--- config.mk ---
export PLATFORM = sky130hd
export DESIGN_NAME = ballot_controller
export DESIGN_NICKNAME = d
export VERILOG_FILES = /design/src/rtl/ballot_pkg.sv /design/src/rtl/btn_debounce.sv /design/src/rtl/ballot_controller.sv
export SDC_FILE = /design/constraint.sdc
export NUM_CORES = 1
export LEC_CHECK = 0
export CORE_MARGIN = 5
export CORE_UTILIZATION = 55
export DETAILED_ROUTE_END_ITERATION = 12
export GPL_TIMING_DRIVEN = 0
export PLACE_DENSITY_LB_ADDON = 0.25
export SLEW_MARGIN = 20
export SYNTH_ARGS = -nofsm -noshare
export SYNTH_HDL_FRONTEND = slang
export SYNTH_SLANG_ARGS = --single-unit
export TNS_END_PERCENT = 50
--- constraint.sdc ---
create_clock -name clk -period 3.3 [get_ports clk]
set_input_delay 0.66 -clock clk [delete_from_list [all_inputs] [get_ports clk]]
set_output_delay 0.66 -clock clk [all_outputs]
set_load 0.01 [all_outputs]
--- src/rtl/ballot_pkg.sv ---
// ballot_pkg: shared state, candidate types and helpers for the ballot front end
package ballot_pkg;
  localparam int NUM_CAND = 3;
  typedef enum logic [1:0] {IDLE, PREARM, ARMED, CAST} state_t;
  typedef enum logic [1:0] {CAND_A, CAND_B, CAND_C} cand_t;
  function automatic logic [1:0] count_ones(input logic [NUM_CAND-1:0] v);
    return 2'(v[0]) + 2'(v[1]) + 2'(v[2]);
  endfunction
endpackage

--- src/rtl/btn_debounce.sv ---
// btn_debounce: 2-flop synchroniser, debounce counter and registered rising-edge pulse
module btn_debounce #(
  parameter int DEBOUNCE_CYCLES = 4
) (
  input  logic clk,
  input  logic reset,
  input  logic btn,
  output logic level,
  output logic rise
);
  localparam int CW = $clog2(DEBOUNCE_CYCLES + 1);
  logic [1:0] sync;
  logic [CW-1:0] cnt;
  logic level_q;
  always_ff @(posedge clk) begin
    if (reset) begin
      sync <= '0;
      cnt <= '0;
      level <= 1'b0;
      level_q <= 1'b0;
      rise <= 1'b0;
    end else begin
      sync <= {sync[0], btn};
      level_q <= level;
      rise <= level & ~level_q;
      if (sync[1] == level) cnt <= '0;
      else if (cnt == CW'(DEBOUNCE_CYCLES - 1)) begin
        cnt <= '0;
        level <= ~level;
      end else cnt <= cnt + CW'(1);
    end
  end
endmodule

--- src/rtl/ballot_controller.sv ---
// ballot_controller: debounced one-vote-per-ballot front end; BALLOT_TIMEOUT_EN adds open-ballot expiry
module ballot_controller
  import ballot_pkg::*;
#(
  parameter int DEBOUNCE_CYCLES = 4,
  parameter int TIMEOUT_CYCLES = 64,
  parameter int VOTER_W = 8
) (
  input  logic clk,
  input  logic reset,
  input  logic btn_A,
  input  logic btn_B,
  input  logic btn_C,
  input  logic btn_issue,
  output logic vote_A,
  output logic vote_B,
  output logic vote_C,
  output logic ready,
  output logic invalid,
  output logic timeout,
  output logic [VOTER_W-1:0] voters_served
);
  localparam int ISSUE = NUM_CAND;
  logic [NUM_CAND:0] raw, lvl, rise;
  logic [NUM_CAND-1:0] cl, cr;
  logic [1:0] pop;
  state_t state, state_n;
  cand_t cand, cand_n;
  logic invalid_n, timeout_n, expire, unused_issue;
  assign raw = {btn_issue, btn_C, btn_B, btn_A};
  for (genvar b = 0; b <= NUM_CAND; b++) begin : g_btn
    btn_debounce #(.DEBOUNCE_CYCLES(DEBOUNCE_CYCLES)) u_db (
      .clk(clk), .reset(reset), .btn(raw[b]), .level(lvl[b]), .rise(rise[b])
    );
  end
  assign cl = lvl[NUM_CAND-1:0];
  assign cr = rise[NUM_CAND-1:0];
  assign pop = count_ones(cl);
  assign unused_issue = lvl[ISSUE];
`ifdef BALLOT_TIMEOUT_EN
  localparam int TW = $clog2(TIMEOUT_CYCLES + 1);
  logic [TW-1:0] tcnt;
  always_ff @(posedge clk) begin
    if (reset || state == IDLE) tcnt <= '0;
    else tcnt <= tcnt + TW'(1);
  end
  assign expire = (state == PREARM || state == ARMED) && tcnt == TW'(TIMEOUT_CYCLES - 1);
`else
  logic unused_cfg;
  assign unused_cfg = ^TIMEOUT_CYCLES;
  assign expire = 1'b0;
`endif
  always_comb begin
    state_n = state;
    cand_n = cand;
    invalid_n = 1'b0;
    timeout_n = 1'b0;
    unique case (state)
      IDLE: state_n = rise[ISSUE] ? PREARM : IDLE;
      PREARM: begin
        timeout_n = expire;
        state_n = expire ? IDLE : (cl == '0) ? ARMED : PREARM;
      end
      ARMED: begin
        // a valid vote wins over expiry arriving in the same cycle
        if (|cr && pop == 2'd1) begin
          state_n = CAST;
          cand_n = cl[0] ? CAND_A : cl[1] ? CAND_B : CAND_C;
        end else if (expire) begin
          state_n = IDLE;
          timeout_n = 1'b1;
        end else if (|cr && pop > 2'd1) begin
          state_n = PREARM;
          invalid_n = 1'b1;
        end
      end
      CAST: state_n = IDLE;
    endcase
  end
  always_ff @(posedge clk) begin
    if (reset) begin
      state <= IDLE;
      cand <= CAND_A;
      invalid <= 1'b0;
      timeout <= 1'b0;
      voters_served <= '0;
    end else begin
      state <= state_n;
      cand <= cand_n;
      invalid <= invalid_n;
      timeout <= timeout_n;
      if (state == CAST && !(&voters_served)) voters_served <= voters_served + VOTER_W'(1);
    end
  end
  assign ready = state == ARMED;
  assign vote_A = state == CAST && cand == CAND_A && !reset;
  assign vote_B = state == CAST && cand == CAND_B && !reset;
  assign vote_C = state == CAST && cand == CAND_C && !reset;
endmodule

# After elaboration in Yosys (flattened, before gate mapping)
# Index checks and enable logic that the tools add are counted.
[word_totals]
register_bits = 45
inputBits = 6
out_inout_bits = 14
wordCells = 98
[classes]
n_addsub = 7
magnitude_cmp = 1
n_eq_ne = 15
n_mux = 8
bitwise = 17
reduce_logical = 26
[op_table]
columns = ["op", "n"]
rows = [
  ["OR reduction 3 bit", 6],
  ["inverter 1 bit", 13],
  ["adder 3 x 1 -> 3 bit, second input constant", 4],
  ["== test 3 x 2 -> 1 bit, second input constant", 4],
  ["2-to-1 mux 2 bit", 5],
  ["AND reduction 2 bit", 5],
  ["logical AND 1 bit", 9],
  ["adder 8 x 1 -> 8 bit, second input constant", 1],
  ["case mux 2 bit (4 select lines)", 1],
  ["AND reduction 8 bit", 1],
  ["== test 2 x 1 -> 1 bit, second input constant", 3],
  ["== test 2 bit, second input constant", 3],
  ["AND 1 bit", 4],
  ["== test 1 bit", 4],
  ["zero test 2 bit", 2],
  ["zero test 3 bit", 1],
  ["!= test 3 x 1 -> 1 bit, second input constant", 1],
  ["adder 1 x 1 -> 2 bit", 1],
  ["adder 2 x 1 -> 2 bit", 1],
  ["> comparator 2 x 1 -> 1 bit, second input constant", 1],
  ["zero test 1 bit", 2],
  ["2-to-1 mux 1 bit", 2],
]

# Longest topological paths before layout
# Gate-level depths: netlist of the first run.
[depth]
word_depth = 7
mapped_depth = 5
depth_no_buf = 5

# Hierarchy
# From an unflattened synthesis of the first run, not the netlist that was laid out.
[unflattened]
cells_unflattened = 164
hier_area_um2 = 1809.2
[modules_own_cells]
columns = ["mod", "instances", "cells_per_inst", "area_per_inst_um2", "seq_area_each_um2"]
rows = [
  ["btn_debounce", 4, 21, 266.5, 160.2],
  ["ballot_controller", 1, 80, 743.2, 260.2],
]

# Least setup slack after synthesis of the first run
# OpenSTA, ideal clock, no wires.
[synth_timing]
kind = "input to output"
start = "in reset"
end = "out vote_B"
t_arrival_ns = 1.622
required_ns = 2.640
slack_ns = 1.018
stages = 4
n_path_buf = 3
path_cell_list = "clkbuf_2 > buf_6 > clkbuf_1 > nor4b_1"
[synth_via]
elab_chain_cells = 2
[synth_lines]
columns = ["item", "line", "rtl"]
rows = [
  ["start, declared", "ballot_controller.sv:10", "input logic reset,"],
  ["zero test 1 bit", "ballot_controller.sv:97", "assign vote_B = state == CAST && cand == CAND_B && !reset;"],
  ["logical AND 1 bit", "ballot_controller.sv:97", ""],
  ["end, declared", "ballot_controller.sv:16", "output logic vote_B,"],
]
# No other way between the ends.

# Worst setup path after layout of the first run
# Same ends and word-level chain as after synthesis.

==> metrics.md, run 1 <==
| Metric | Value |
|---|---|
| Outcome | `complete, no violations` |
| Max cap viols | `0` |
| Crit-path slowest cell | `clkdlybuf4s50_1` |
| Synth area leaders | `dfxtp_1 51%, ha_1 6.4%, nor2b_1 5.7%` |
| Reg2reg start | `g_btn[0].u_db.level` |
| Clk slew on worst S/H paths | `0.13 ns` |
| Pre-CTS setup slack | `0.428 ns` |
| CTS Buf Count | `5` |
| DP Area | `0.00198 mm²` |
| Critical Path Sink Type | `primary output` |
| Drt pass-1 iters | `5` |
| HPWL Detailed | `2.12 mm` |
| Overall Global Routing Usage | `0.149` |
| Post-CTS setup buffer count | `0` |
| Tcrit/Tclk final | `0.865` |
| CTS tree | `done` |
| Final min period | `2.85 ns` |
| Sw frac | `0.225` |
| CP top delay family | `buffers and inverters` |
| Die H | `66.5 µm` |
| Clk pwr share | `0.309` |
| Worst R2R End | `cand[1]` |
| Required @ worst endpoint | `2.64 ns` |
| Final Cell Area | `0.00204 mm²` |
| Main combinational cell family by area after synthesis | `simple AND/OR/NAND/NOR gates` |
| Final WS setup | `0.446 ns` |
| Worst reg2reg path depth | `4` |
| Synth-to-Final Area Change | `16.2%` |
| Critical Path AT | `2.19 ns` |
| Post-Syn Instances | `174` |
| Least-Margin Pin Slew | `0.501 ns` |
| ANT nets after route | `0` |
| Site Rows | `20` |
| Die ar. | `0.00443 mm²` |
| Most common cell in the synthesized netlist | `dfxtp_1` |
| Switching pwr | `0.187 mW` |
| Routed via count | `1251` |
| Io pins | `20` |
| Nets | `214` |
| Stages on worst setup path | `5` |
| Vias per cell | `5.15` |
| Final hold violations | `0` |
| Placed Instances | `235` |
| Global-route wire length before repair | `5.04 mm` |
| R2R Setup Slk | `1.69 ns` |
| Clock sinks | `45` |
| Fmax | `350 MHz` |
| Die width | `66.5 µm` |
| Clock buffer depth | `2` |
| Synth Cell Area | `0.00176 mm²` |
| Post-synthesis sequential area ratio | `0.512` |
| Initial antenna violation count | `0` |
| H-tree depth reported by CTS | `2` |
| Relative slew margins | `0.664` |
| Detailed Route WL | `2.78 mm` |
| Non-filler instance count after layout | `243` |
| Skew final | `0.0108 ns` |
| CTS Hold Bufs | `0` |
| Port Buf Inserts | `17` |
| Final Wtd Congestion | `0.861` |
| P_int | `0.646 mW` |
| Vias in the first global route | `1213` |
| Critical path cell sequence | `clkbuf_2, buf_6, clkbuf_1, nor4b_1, clkdlybuf4s50_1` |
| Slowest stage delay, CP | `0.59 ns` |
| RSZ-0062 raised after global routing | `no` |
| Synth cell count leaders | `45 x dfxtp_1, 26 x nor2_1, 16 x nor2b_1` |
| Setup_tns | `0 ns` |
| GRT overflow | `0` |
| Share of total power in sequential cells | `0.662` |
| Compound-Gate Fraction of Synth Area | `0.0491` |
| Pin count of the biggest net entering global routing | `16` |
| Core Region | `0.00305 mm²` |
| Slew Viols, Final | `0` |
| # diodes | `0` |
| Biggest area consumer among synthesized cells | `dfxtp_1` |
| Maximum vdd drop | `328 µV` |
| Post-synth EDFFs | `0` |
| Avg WL per Cell | `11.4 µm` |
| CP bufs+invs | `4` |
| Combinational power share | `0.029` |
| Clock Root Buffer | `clkbuf_4` |
| HP Start | `g_btn[0].u_db.level_q` |
| Initial core utilization | `0.576` |
| Post-synthesis simple-gate area fraction | `0.252` |
| Post-Synth Adder-Cell Area | `0.0754` |
| Layout cells sized above 1 | `0.0955` |
| Final core occ | `0.669` |
| Xor/xnor share of the synthesized area | `0.0249` |
| Flops & latches, synth | `45` |
| Critical path launch point type | `input pin` |
| Synth Flop Type | `dfxtp_1` |
| Kind of critical path | `in -> out` |
| Yosys warnings | `0` |
| Asr flop ratio synth | `0` |
| Clk Latency, worst-skew pair | `0.35 ns` |
| Cts repair resizes | `0` |
| Hold Path Class | `reg -> reg` |
| Mapped Nets | `190` |
| Mapped Avg Cell Area | `10.1 µm²` |
| P per Cell Area | `408 mW/mm²` |
| Hold path endpoint | `g_btn[0].u_db.rise` |
| Count of final setup violators | `0` |
| Hold depth | `1` |
| Synth cell types | `41` |
| DRC violations left | `0` |
| Starting DRC count in detailed routing | `68` |
| CP max FO | `10` |
| Yosys top cell area share | `0.512` |
| Leak | `0.791 nW` |
| Multiplexer share of the synthesized area | `0.0427` |
## registers in the layout (all words and copies together) (netlist names)
signal and count:
g_btn.u_db.level_q 4, g_btn.u_db.sync 8, g_btn.u_db.cnt 12, voters_served 8, g_btn.u_db.level 4, state 2
g_btn.u_db.rise 4, cand 2, invalid 1
## kinds of logic (layout without fill, tap and decap cells)
group           count (synthesis)  after routing
fa+ha+maj                      10             10
flops                          45             45
compound gates                 14             14
xor+xnor                        5              5
simple gates                   76             76
other cells                     1              1
mux                             7              7
buf+inv                        16             41
## power by group through the flow
stage	Clock [mW]	Combinational, mW	Sequential [mW]
2_1_floorplan	0	0.0161	0.563
3_3_place_gp	0	0.0238	0.564
3_5_place_dp	0	0.0246	0.564
4_1_cts	0.271	0.0248	0.552
5_1_grt	0.294	0.0276	0.553
6_report	0.257	0.0243	0.552
## through the flow
step           total power [mW]  hold WS (ns)
2_1_floorplan             0.579         0.367
5_1_grt                   0.875         0.405
4_1_cts                   0.847         0.391
3_3_place_gp              0.588         0.373
6_report                  0.833         0.378
3_5_place_dp              0.589         0.373
## worst max-delay path by stage
| stage | from | end | slack [ns] |
|---|---|---|---|
| floorplan | reset | vote_B | 1.02 |
| global placement | reset | vote_C | 0.48 |
| CTS | reset | vote_B | 0.42 |
| detailed placement | reset | vote_B | 0.43 |
| finish | reset | vote_B | 0.45 |
| global route | reset | vote_B | 0.30 |
## layer usage
layer / vias to the layer above / wire length [µm] / share of wire / track usage
met2: 33 / 1460 / 0.53 / 0.260
met4: 0 / 40 / 0.014 / 0.0457
met5: - / 0 / 0 / 0
li1: 627 / - / - / -
met1: 582 / 1170 / 0.42 / 0.168
met3: 9 / 109 / 0.039 / 0.0540
## layout make-up
class	instances	area, µm²
multi-input cells	113	785
clock buffers	5	37.5
clock inverters	3	21.3
flip-flops and latches	45	901
inverters	11	41.3
fillers	255	1010
repair buffers	17	170
plain buffers	5	31.3
well taps	44	55.1
## layout by cell type, fill, tap and decap left out, types with 4 or more instances in the layout
cell type / instances
clkdlybuf4s50_1: 17
inv_1: 11
nor2_1: 26
a21oi_1: 6
mux2i_1: 6
nor4b_1: 4
xnor2_1: 4
nor3_1: 5
nor2b_1: 16
or3_1: 4
dfxtp_1: 45
ha_1: 9
clkbuf_4: 5
No activity file was read; power rests on OpenSTA's default activity.
==> run 2, diff against run 1 <==
--- a/config.mk
+++ b/config.mk
@@ -7,6 +7,7 @@
 export LEC_CHECK = 0
 export CORE_MARGIN = 5
 export CORE_UTILIZATION = 55
+export CTS_CLUSTER_SIZE = 12
 export DETAILED_ROUTE_END_ITERATION = 12
 export GPL_TIMING_DRIVEN = 0
 export PLACE_DENSITY_LB_ADDON = 0.25
==> results of run 2 <==
No change in the layout: final DEF, timing and power equal those of run 1.
